==> src/rtl/serial_cmp_pkg.sv <==
// Shared types and constants for the bit-serial magnitude comparator.
// Build option: SERIAL_CMP_SIGNED_EN selects two's-complement operands.
package serial_cmp_pkg;

  typedef enum logic [1:0] {
    FIRST,
    SCAN_EQ,
    SCAN_DEC,
    HOLD
  } cmp_state_e;

  localparam logic [1:0] RES_EQ = 2'd0;
  localparam logic [1:0] RES_GT = 2'd1;
  localparam logic [1:0] RES_LT = 2'd2;

  localparam int MAX_BITS_DEF = 8;

  // One beat's verdict; inv flips the sense for a sign bit.
  function automatic logic [1:0] beat_res(
    input logic a,
    input logic b,
    input logic inv
  );
    if (a == b) return RES_EQ;
    return (a ^ inv) ? RES_GT : RES_LT;
  endfunction

endpackage

==> src/rtl/serial_cmp_bitcnt.sv <==
// Saturating beat counter for the serial comparator.
// Reports when it sits at the saturation value.
module serial_cmp_bitcnt
  import serial_cmp_pkg::*;
#(
  parameter int MAX_BITS = MAX_BITS_DEF,
  parameter int CNT_W    = $clog2(MAX_BITS + 1)
) (
  input  logic             clk,
  input  logic             rst,
  input  logic             inc_i,
  input  logic             clr_i,
  output logic [CNT_W-1:0] cnt_o,
  output logic             at_max_o
);

  logic [CNT_W-1:0] cnt_q;
  logic [CNT_W-1:0] cnt_d;

  assign at_max_o = (cnt_q == CNT_W'(MAX_BITS));
  assign cnt_o    = cnt_q;

  // Next count: clear wins, otherwise step until saturated.
  always_comb begin
    cnt_d = cnt_q;
    if (clr_i) begin
      cnt_d = '0;
    end else if (inc_i && !at_max_o) begin
      cnt_d = cnt_q + CNT_W'(1);
    end
  end

  // Count register.
  always_ff @(posedge clk or posedge rst) begin
    if (rst) begin
      cnt_q <= '0;
    end else begin
      cnt_q <= cnt_d;
    end
  end

endmodule

==> src/rtl/serial_comparator.sv <==
// Bit-serial MSB-first magnitude comparator with held 3-way result.
// Define SERIAL_CMP_SIGNED_EN for two's-complement operands.
module serial_comparator
  import serial_cmp_pkg::*;
#(
  parameter int MAX_BITS = MAX_BITS_DEF,
  parameter int CNT_W    = $clog2(MAX_BITS + 1)
) (
  input  logic             clk,
  input  logic             rst,
  input  logic             in_valid,
  output logic             in_ready,
  input  logic             a_bit,
  input  logic             b_bit,
  input  logic             in_last,
  output logic             out_valid,
  input  logic             out_ready,
  output logic             A_greater,
  output logic             A_equal,
  output logic             A_less,
  output logic [CNT_W-1:0] bit_count,
  output logic             len_err
);

  cmp_state_e state_q;
  logic [1:0] res_q;
  logic       vld_q;
  logic       gt_q;
  logic       eq_q;
  logic       lt_q;
  logic       lerr_q;

  logic       acc;
  logic       done;
  logic       at_max;
  logic       sign_beat;
  logic [1:0] frame_res;

  assign in_ready = (state_q != HOLD);
  assign acc      = in_valid && in_ready;
  assign done     = vld_q && out_ready;

`ifdef SERIAL_CMP_SIGNED_EN
  assign sign_beat = (state_q == FIRST);
`else
  assign sign_beat = 1'b0;
`endif

  // Once decided, later beats cannot change the verdict.
  always_comb begin
    frame_res = beat_res(a_bit, b_bit, sign_beat);
    if (state_q == SCAN_DEC) begin
      frame_res = res_q;
    end
  end

  serial_cmp_bitcnt #(
    .MAX_BITS (MAX_BITS),
    .CNT_W    (CNT_W)
  ) u_bitcnt (
    .clk      (clk),
    .rst      (rst),
    .inc_i    (acc),
    .clr_i    (done),
    .cnt_o    (bit_count),
    .at_max_o (at_max)
  );

  // Overlength flag, cleared with the result handshake.
  always_ff @(posedge clk or posedge rst) begin
    if (rst) begin
      lerr_q <= 1'b0;
    end else if (done) begin
      lerr_q <= 1'b0;
    end else if (acc && at_max) begin
      lerr_q <= 1'b1;
    end
  end

  // Frame FSM with registered result flags.
  always_ff @(posedge clk or posedge rst) begin
    if (rst) begin
      state_q <= FIRST;
      res_q   <= RES_EQ;
      vld_q   <= 1'b0;
      gt_q    <= 1'b0;
      eq_q    <= 1'b0;
      lt_q    <= 1'b0;
    end else begin
      unique case (state_q)
        FIRST, SCAN_EQ, SCAN_DEC: begin
          if (acc) begin
            res_q <= frame_res;
            if (in_last) begin
              state_q <= HOLD;
              vld_q   <= 1'b1;
              gt_q    <= (frame_res == RES_GT);
              eq_q    <= (frame_res == RES_EQ);
              lt_q    <= (frame_res == RES_LT);
            end else if (frame_res == RES_EQ) begin
              state_q <= SCAN_EQ;
            end else begin
              state_q <= SCAN_DEC;
            end
          end
        end
        HOLD: begin
          if (out_ready) begin
            state_q <= FIRST;
            res_q   <= RES_EQ;
            vld_q   <= 1'b0;
            gt_q    <= 1'b0;
            eq_q    <= 1'b0;
            lt_q    <= 1'b0;
          end
        end
        default: begin
          state_q <= FIRST;
        end
      endcase
    end
  end

  assign out_valid = vld_q;
  assign A_greater = gt_q;
  assign A_equal   = eq_q;
  assign A_less    = lt_q;
  assign len_err   = lerr_q;

endmodule
==> config.mk <==
export PLATFORM = sky130hd
export DESIGN_NAME = serial_comparator
export DESIGN_NICKNAME = d
export VERILOG_FILES = /design/src/rtl/serial_cmp_pkg.sv /design/src/rtl/serial_cmp_bitcnt.sv /design/src/rtl/serial_comparator.sv
export SDC_FILE = /design/constraint.sdc
export NUM_CORES = 1
export LEC_CHECK = 0
export ABC_AREA = 1
export CORE_MARGIN = 2
export CORE_UTILIZATION = 25
export DETAILED_ROUTE_END_ITERATION = 10
export PLACE_DENSITY = 0.48
export SLEW_MARGIN = 20
export SYNTH_ARGS = -nofsm -noshare
export SYNTH_HDL_FRONTEND = slang
export SYNTH_SLANG_ARGS = --single-unit
==> constraint.sdc <==
create_clock -name clk -period 1.15 [get_ports clk]
set_input_delay 0.115 -clock clk [delete_from_list [all_inputs] [get_ports clk]]
set_output_delay 0.115 -clock clk [all_outputs]
set_load 0.03 [all_outputs]
==> results of run 1 <==
worst max-delay path, stage by stage, from the launching register on:
cell,delay [ps]
dfrtp_2,430
inv_2,80
ha_4,140
nand2_4,50
nor2_4,130
nor2_4,70
nor2_4,80
nand2_1,50
nand2_1,60
cell type report:
type	instances	area, sq um	area share, %
Multi-Input combinational cell	63	397	35.2
Sequential cell	13	330	29.3
Timing Repair Buffer	34	278	24.7
Inverter	15	56.3	5.00
Tap cell	31	38.8	3.44
Clock buffer	4	26.3	2.33
cells by family after synthesis:
group | after synthesis | synth area share (%)
simple gates | 52 | 35.8
buf+inv | 15 | 7.81
flops | 13 | 45.1
compound gates | 8 | 6.60
fa+ha+maj | 2 | 3.47
xor+xnor | 1 | 1.22
where the power goes:
group	total (mW)	switching [mW]	leakage, nW	internal (mW)
registers	0.803	0.164	0.163	0.639
logic	1.71	0.956	0.417	0.758
clock network	0.291	0.157	0.0150	0.134
per-layer routing:
metal,vias to the layer above,wire length [microns]
met2,13,883
met4,0,19
met5,-,0
met3,3,64
met1,337,760
li1,368,-
worst min-delay path by stage:
stage                         to  start  slack, ps
2_1_floorplan            A_equal    rst         -8
3_3_place_gp   u_bitcnt.cnt_o[2]    rst        350
3_5_place_dp   u_bitcnt.cnt_o[2]    rst        350
4_1_cts        u_bitcnt.cnt_o[0]    rst         50
5_1_grt        u_bitcnt.cnt_o[0]    rst         40
6_report       u_bitcnt.cnt_o[0]    rst         40
placed cells by master (no fill, tap or decap):
master,count
a21oi_1,1
a21oi_4,1
buf_4,26
buf_6,2
clkbuf_1,1
clkbuf_4,3
clkdlybuf4s50_1,6
dfrtp_1,9
dfrtp_2,4
ha_1,1
ha_4,1
inv_1,12
inv_2,3
nand2_1,21
nand2_2,7
nand2_4,2
nand3_1,13
nand3_2,1
nand4_1,3
nor2_1,1
nor2_4,4
o21ai_1,3
o21ai_2,3
xor2_1,1
what timing repair did:
action                                  in CTS  in global routing
endpoints found under the setup margin       6                 13
resized for setup                            3                 14
pin swaps                                    0                  2
buffers inserted                             1                  5
through the flow:
stage / hold WS [ps] / cells / instance area, sq um
2_1_floorplan: -8.18 / 91 / 746
3_3_place_gp: 350 / 150 / 1010
3_5_place_dp: 348 / 150 / 1010
4_1_cts: 47.0 / 155 / 1050
5_1_grt: 41.5 / 160 / 1130
6_report: 40.3 / 160 / 1130
flip-flops by register name, summed over array words and instances (netlist names):
name	count
A_equal	1
A_greater	1
A_less	1
len_err	1
out_valid	1
res_q	2
state_q	2
u_bitcnt.cnt_o	4
==> impl_metrics.ini, run 1 <==
[finish]
num-nets-final = 139
drive_gt1_share_pct = 44.2
fillerInstances = 294
antenna_cells = 0
syn_to_final_growth_pct = 56.3
post-route-util_pct = 40.8

[power]
power.leakage_nw = 0.595
power_mw = 2.81
p_per_area_nw_per_um2 = 2490
ir_drop_v = 0.00127

[clocking]
clock-root-buffer = clkbuf_4
clk_path_buf_depth = 2
htreeDepth = 1
clkLatencyLatePin_ps = 280
hold_buffers = 0
cts_tree = built
numCtsBuffers = 3
clkTransAtPathRegs_ps = 90
cts.sinks = 13

[worst_setup_path]
crit_path_end_kind = flop
setup.worst_path.start_class = flop
crit_type = flop to flop
reg2reg_to = u_bitcnt.cnt_o[2]
ff2ff_setup_slack_ps = -10
r2r.worst_path.cells = 8
reg2reg_from = u_bitcnt.cnt_o[1]
endpoint = u_bitcnt.cnt_o[2]
critPathLaunch = u_bitcnt.cnt_o[1]
cp.required_ps = 1370
crit_fanout = 5
cp.arrival_ps = 1380

[sta]
finalClockSkew_ps = 5.29
maxSlewViolCount = 0
max_freq_mhz = 862
rsz0062_at_grt = yes
finalHoldViolations = 0
worst_pin_slew_ps = 245
setup_viol = 1
relSlewSlack_pct = 83.6
fin_ws_ps = -9.94
fin_crit_sh_pct = 101
fin_crit_ps = 1160
finalSetupTns_ps = -9.94

[floorplan]
row_count = 19
initial_core_util_pct = 26.1
die_h_microns = 57.7
core_area_sq_um = 2760
die_area_sq_um = 3330
io_pins = 17
die_x_microns = 57.7

[global_route]
globalRouteMet2Util_pct = 18.0
grt_pass1_wl_microns = 2700
grt_pass1_vias = 644
gr-usage-met3_pct = 2.68
grt_max_degree = 8
grt_usage_pct = 10.7
grt_use_met1_pct = 13.1
busiest_layer = met2
antenna_found_initial = 0
grt-ovfl-total = 0

[synth]
syn_nets = 100
ys_seq_elements = 13
netlist_area_sq_um = 721
synth_edf_count = 0
avgSynthCellArea_sq_um = 7.92
synthArstFlopShare_pct = 100
synth_top_area_cell = dfrtp_1
yosysSeqAreaShare_pct = 45.1
yosys_warnings = 0
netlist_top_cells_count = nand2_1 (26), inv_1 (15), nand3_1 (14), dfrtp_1 (13), o21ai_0 (4)
synth_top_area_share_pct = 45.1
synthesis.instances = 91
yosysMostFrequentCell = nand2_1
yosysUniqueCellTypes = 14
synth_area_leaders = dfrtp_1 (45%), nand2_1 (14%), nand3_1 (9.7%), inv_1 (7.8%), nor2_4 (4.7%)
synth_ff_type = dfrtp_1

[worst_hold_path]
min_path_type = primary input to async pin

[job]
drv_cap = 0

[placed_design]
gp_congestion = 0.808
dp.final_hpwl_microns = 1320
post-place-ws_ps = -115
portBuffers = 16

[routing]
routed_via_density = 4.51
drc = 0
initialDrtViolationCount = 12
firstDrtPassIters = 4
postRouteAntennaNets = 0
vias = 721
wirelength_microns = 1730
routedWlPerCell_microns = 10.8

[outcome]
failed_checks = negative setup slack
status = finished, violations left
Power figures use the tool's default switching activity.
==> inputs of run 2 (changes only) <==
--- a/config.mk
+++ b/config.mk
@@ -6,10 +6,10 @@
 export NUM_CORES = 1
 export LEC_CHECK = 0
 export ABC_AREA = 1
+export CAP_MARGIN = 20
 export CORE_MARGIN = 2
 export CORE_UTILIZATION = 25
 export DETAILED_ROUTE_END_ITERATION = 10
-export PLACE_DENSITY = 0.48
 export SLEW_MARGIN = 20
 export SYNTH_ARGS = -nofsm -noshare
 export SYNTH_HDL_FRONTEND = slang
==> run 2 against run 1 <==
The run still ends with negative setup slack left. Fmax is 0.78% lower. Core utilization decreased by 1.2 points. Die area is the same. Global-route usage shrank 0.11 points. Clock skew rose by 2.0 ps. Total power decreased by 1.2%. Register-to-register slack about the same. Sequential cell count unchanged. Count of clock-buffer cells in the layout decreased by 1. Routed wire length is the same. Critical endpoint unchanged. Largest power group unchanged.
==> impl_metrics.ini, run 2 (synthesis results as in run 1) <==
[outcome]
status = finished, violations left
failed_checks = negative setup slack

[worst_setup_path]
max_stage_delay_ps = 430
crit_type = flop to flop
critPathMostFrequentCell = nor2_4
crit_chain = inv_2 -> ha_4 -> nand2_4 -> nor2_4 -> nor2_4 -> nor2_4 -> nand2_1 -> nand2_1
cpMaxStageDelayCell = dfrtp_2
cp.arrival_ps = 1380
cp.required_ps = 1370
crit_fanout = 5
setup.worst_path.start_class = flop
crit_path_end_kind = flop

[finish]
antenna_cells = 0
syn_to_final_growth_pct = 51.7
largest_register_ffs = 4
num-nets-final = 133
final_cells = 154
drive_gt1_share_pct = 45.5
layout_common_cells = nand2_1 (20), buf_4 (19), inv_1 (12)
final_common_cell = nand2_1
post-route-util_pct = 39.7

[routing]
vias = 701
routed_via_density = 4.55
postRouteAntennaNets = 0
routedWlPerCell_microns = 11.2
wirelength_microns = 1730
firstDrtPassIters = 4
initialDrtViolationCount = 15
drc = 0

[placed_design]
gp_congestion = 0.760
place_inst = 146
portBuffers = 16
dp.final_hpwl_microns = 1260
post-place-ws_ps = -81.6

[sta]
fin_crit_sh_pct = 102
fin_crit_ps = 1170
worst_pin_slew_ps = 247
setup_viol = 3
finalHoldViolations = 0
rsz0062_at_grt = yes
maxSlewViolCount = 0
relSlewSlack_pct = 83.5
fin_ws_ps = -19.1
finalClockSkew_ps = 7.34
max_freq_mhz = 855
hold_ws_ps = 107

[clocking]
hold_buffers = 0
clock-root-buffer = clkbuf_4
cts.sinks = 13
numCtsBuffers = 3
clk_path_buf_depth = 2
clkLatencyLatePin_ps = 280
cts_tree = built
htreeDepth = 1
clkTransAtPathRegs_ps = 90

[floorplan]
initial_core_util_pct = 26.1
io_pins = 17
core_area_sq_um = 2760
die_x_microns = 57.7
row_count = 19
die_area_sq_um = 3330
die_h_microns = 57.7

[global_route]
grt-ovfl-total = 0
grt_pass1_vias = 609
grt_usage_pct = 10.6
grt_max_degree = 14
antenna_found_initial = 0
grt_pass1_wl_microns = 2670

[power]
ir_drop_v = 0.00118
power_mw = 2.77
p_per_area_nw_per_um2 = 2540
power.leakage_nw = 0.574

[job]
drv_cap = 0

[worst_hold_path]
min_path_type = primary input to async pin
-- run 2: final cells by class --
class                      instances  area, sq um
clock buffer                       3         22.5
sequential                        13          332
inverter                          15         56.3
clock inverter                     1         5.00
timing repair buffer              28          230
fill                             271         1660
tap                               31         38.8
multi-input combinational         63          409
-- run 2: worst max-delay path: cells and delay by family, from the launching register on --
kind	cells	cell delay, ps
adders and majority gates	1	130
and+or+nand+nor	6	460
buffers and inverters	1	80
DFF	1	430
-- run 2: repair_timing --
item | CTS | global route
buffers inserted | 3 | 1
gates resized for setup | 5 | 17
pin swaps | 3 | 2
endpoints found under the setup margin | 6 | 14
-- run 2: routing by layer --
layer / share of wire (%) / up-vias / wire length, microns / GRT usage [%]
li1: - / 355 / - / -
met1: 41 / 320 / 711 / 11.5
met2: 51 / 24 / 885 / 18.7
met3: 6.2 / 2 / 107 / 3.35
met4: 1.3 / 0 / 22 / 4.65
met5: 0 / - / 0 / 0
-- run 2: worst paths after layout --
path,from,end,slack (ps),cells after the start
min in group clk,A_equal,A_equal,500,2
worst min-delay path,rst,A_equal,110,3
worst min register to register,A_equal,A_equal,500,2
worst max-delay path,u_bitcnt.cnt_o[0],u_bitcnt.cnt_o[2],-20,8
worst max register to register,u_bitcnt.cnt_o[0],u_bitcnt.cnt_o[2],-20,8
max in group asynchronous,rst,u_bitcnt.cnt_o[2],860,3
-- run 2: metrics by stage --
step | area (sq um) | TNS [ps]
floorplan | 746 | -329
global placement | 982 | -549
detailed placement | 982 | -573
CTS | 1040 | -129
global route | 1090 | -292
finish | 1090 | -42.2
-- run 2: report_power, final --
| group | switching [mW] | internal, mW |
|---|---|---|
| Sequential | 0.169 | 0.641 |
| Clock | 0.162 | 0.129 |
| Combinational | 0.963 | 0.709 |
| Total | 1.29 | 1.48 |
==> inputs of run 3 (changes only) <==
--- a/config.mk
+++ b/config.mk
@@ -7,7 +7,6 @@
 export LEC_CHECK = 0
 export ABC_AREA = 1
 export CAP_MARGIN = 20
-export CORE_MARGIN = 2
 export CORE_UTILIZATION = 25
 export DETAILED_ROUTE_END_ITERATION = 10
 export SLEW_MARGIN = 20
==> constraint.sdc (replaced) <==
create_clock -name clk -period 1 [get_ports clk]
set_input_delay 0.1 -clock clk [delete_from_list [all_inputs] [get_ports clk]]
set_output_delay 0.1 -clock clk [all_outputs]
set_load 0.03 [all_outputs]
==> run 3 against run 2 <==
The flow still finishes with violations (negative setup slack). Critical endpoint is now bit_count[0]. Via count grew 12%. Non-clock buffer count increased by 16. Global-route usage grew 3.2 points. Total power is 37% higher. Critical path type is now flop to output pin. Largest power group unchanged. First-iteration DRC count rose by 33%.
==> impl_metrics.ini, run 3 (synthesis results as in run 1) <==
[global_route]
grt_pass1_vias = 746
grt_max_degree = 14
globalRouteMet2Util_pct = 25.6
grt_pass1_wl_microns = 3340
gr-usage-met3_pct = 3.49
grt_use_met1_pct = 15.2
antenna_found_initial = 0
busiest_layer = met2
grt_usage_pct = 13.8
grt-ovfl-total = 0

[worst_setup_path]
cpMaxStageDelayCell = dfrtp_2
crit_type = flop to output pin
cp.arrival_ps = 1110
crit_fanout = 3
crit_path_end_kind = output pin
worst-path-buf-inv = 3
cp.required_ps = 900
crit_family = flip-flops
crit_chain = buf_4 -> buf_4 -> buf_6
ff2ff_setup_slack_ps = -190
critPathMostFrequentCell = buf_4
max_stage_delay_ps = 420
reg2reg_from = u_bitcnt.cnt_o[0]
setup.worst_path.start_class = flop
critPathLaunch = u_bitcnt.cnt_o[0]

[finish]
largest_register_ffs = 4
antenna_cells = 0
fillerInstances = 257
layout_common_cells = buf_4 (24), nand2_1 (20), buf_6 (13)
layout.area.seq_sq_um = 332
final_common_cell = buf_4
post-route-cell-area_sq_um = 1320
num-nets-final = 149
drive_gt1_share_pct = 54.7
multi_input_area_sq_um = 457
syn_to_final_growth_pct = 82.6
final_cells = 170

[clocking]
cts_tree = built
clk_path_buf_depth = 2
htreeDepth = 1
numCtsBuffers = 3
clkTransAtPathRegs_ps = 80
clock-root-buffer = clkbuf_4
hold_buffers = 0
clkLatencyLatePin_ps = 280
cts.sinks = 13

[routing]
vias = 788
routed_via_density = 4.64
routedWlPerCell_microns = 12.0
firstDrtPassIters = 4
drc = 0
initialDrtViolationCount = 20
wirelength_microns = 2040
postRouteAntennaNets = 0

[sta]
finalHoldViolations = 0
finalSetupTns_ps = -2050
fin_crit_ps = 1210
worst_pin_slew_ps = 199
hold_ws_ps = 114
fin_ws_ps = -207
relSlewSlack_pct = 86.7
max_freq_mhz = 828
finalClockSkew_ps = 0.712
fin_crit_sh_pct = 121
maxSlewViolCount = 0
rsz0062_at_grt = yes
setup_viol = 18

[floorplan]
core_area_sq_um = 2730
die_area_sq_um = 3100
initial_core_util_pct = 26.4
io_pins = 17
die_x_microns = 55.7
die_h_microns = 55.7
row_count = 19

[power]
ir_drop_v = 0.00175
p_per_area_nw_per_um2 = 2880
power_mw = 3.79
power.leakage_nw = 0.686

[placed_design]
dp.final_hpwl_microns = 1360
portBuffers = 16
gp_congestion = 0.838
place_inst = 151
placedInstanceArea_sq_um = 1040

[worst_hold_path]
min_path_type = primary input to async pin

[outcome]
failed_checks = negative setup slack
status = finished, violations left

[job]
drv_cap = 0
[run 3: cell count changes in the layout (fill, tap and decap cells not counted), moves of 2 or more]
cell	change
buf_6	+11
buf_4	+5
nand2_2	-3
nand2_4	+3
nand3_1	-2
o21ai_0	-2
[run 3: metal layers]
| metal | vias to the layer above | wire length (microns) |
|---|---|---|
| met2 | 17 | 1080 |
| met4 | 0 | 61 |
| met3 | 6 | 84 |
| li1 | 389 | - |
| met5 | - | 0 |
| met1 | 376 | 815 |
[run 3: repair_timing]
action	4_1_cts	5_1_grt
endpoints found under the hold margin	0	0
resized for setup	32	6
setup buffers	9	7
pin swaps	9	13
setup endpoints to repair	19	18
[run 3: metrics by stage]
stage	setup WS [ps]	utilization, %
3_3_place_gp	-225	37.9
5_1_grt	-258	48.1
4_1_cts	-187	45.5
3_5_place_dp	-257	37.9
6_report	-207	48.1
2_1_floorplan	-246	-
[run 3: power by group]
part	switching (mW)	internal (mW)	total, mW
Clock	0.174	0.155	0.329
Sequential	0.179	0.737	0.916
Combinational	1.35	1.20	2.55
[run 3: worst paths after layout]
check                                    end  depth (start not counted)
hold / removal                       len_err                          3
hold reg to reg                    A_greater                          2
min in group clk                   A_greater                          2
max in group asynchronous         state_q[0]                          3
setup / recovery                bit_count[0]                          3
setup reg to reg           u_bitcnt.cnt_o[3]                          8
[run 3: layout make-up]
cell class / count / share of cell area [%]
clock buffers: 4 / 2.00
well taps: 31 / 2.95
repair buffers: 44 / 30.9
inverters: 15 / 4.28
multi-input cells: 63 / 34.7
flip-flops and latches: 13 / 25.2
[run 3: tightest hold or removal path, cell delays in order]
cell and delay, ps:
clkdlybuf4s50_1 390, inv_1 90, buf_12 140
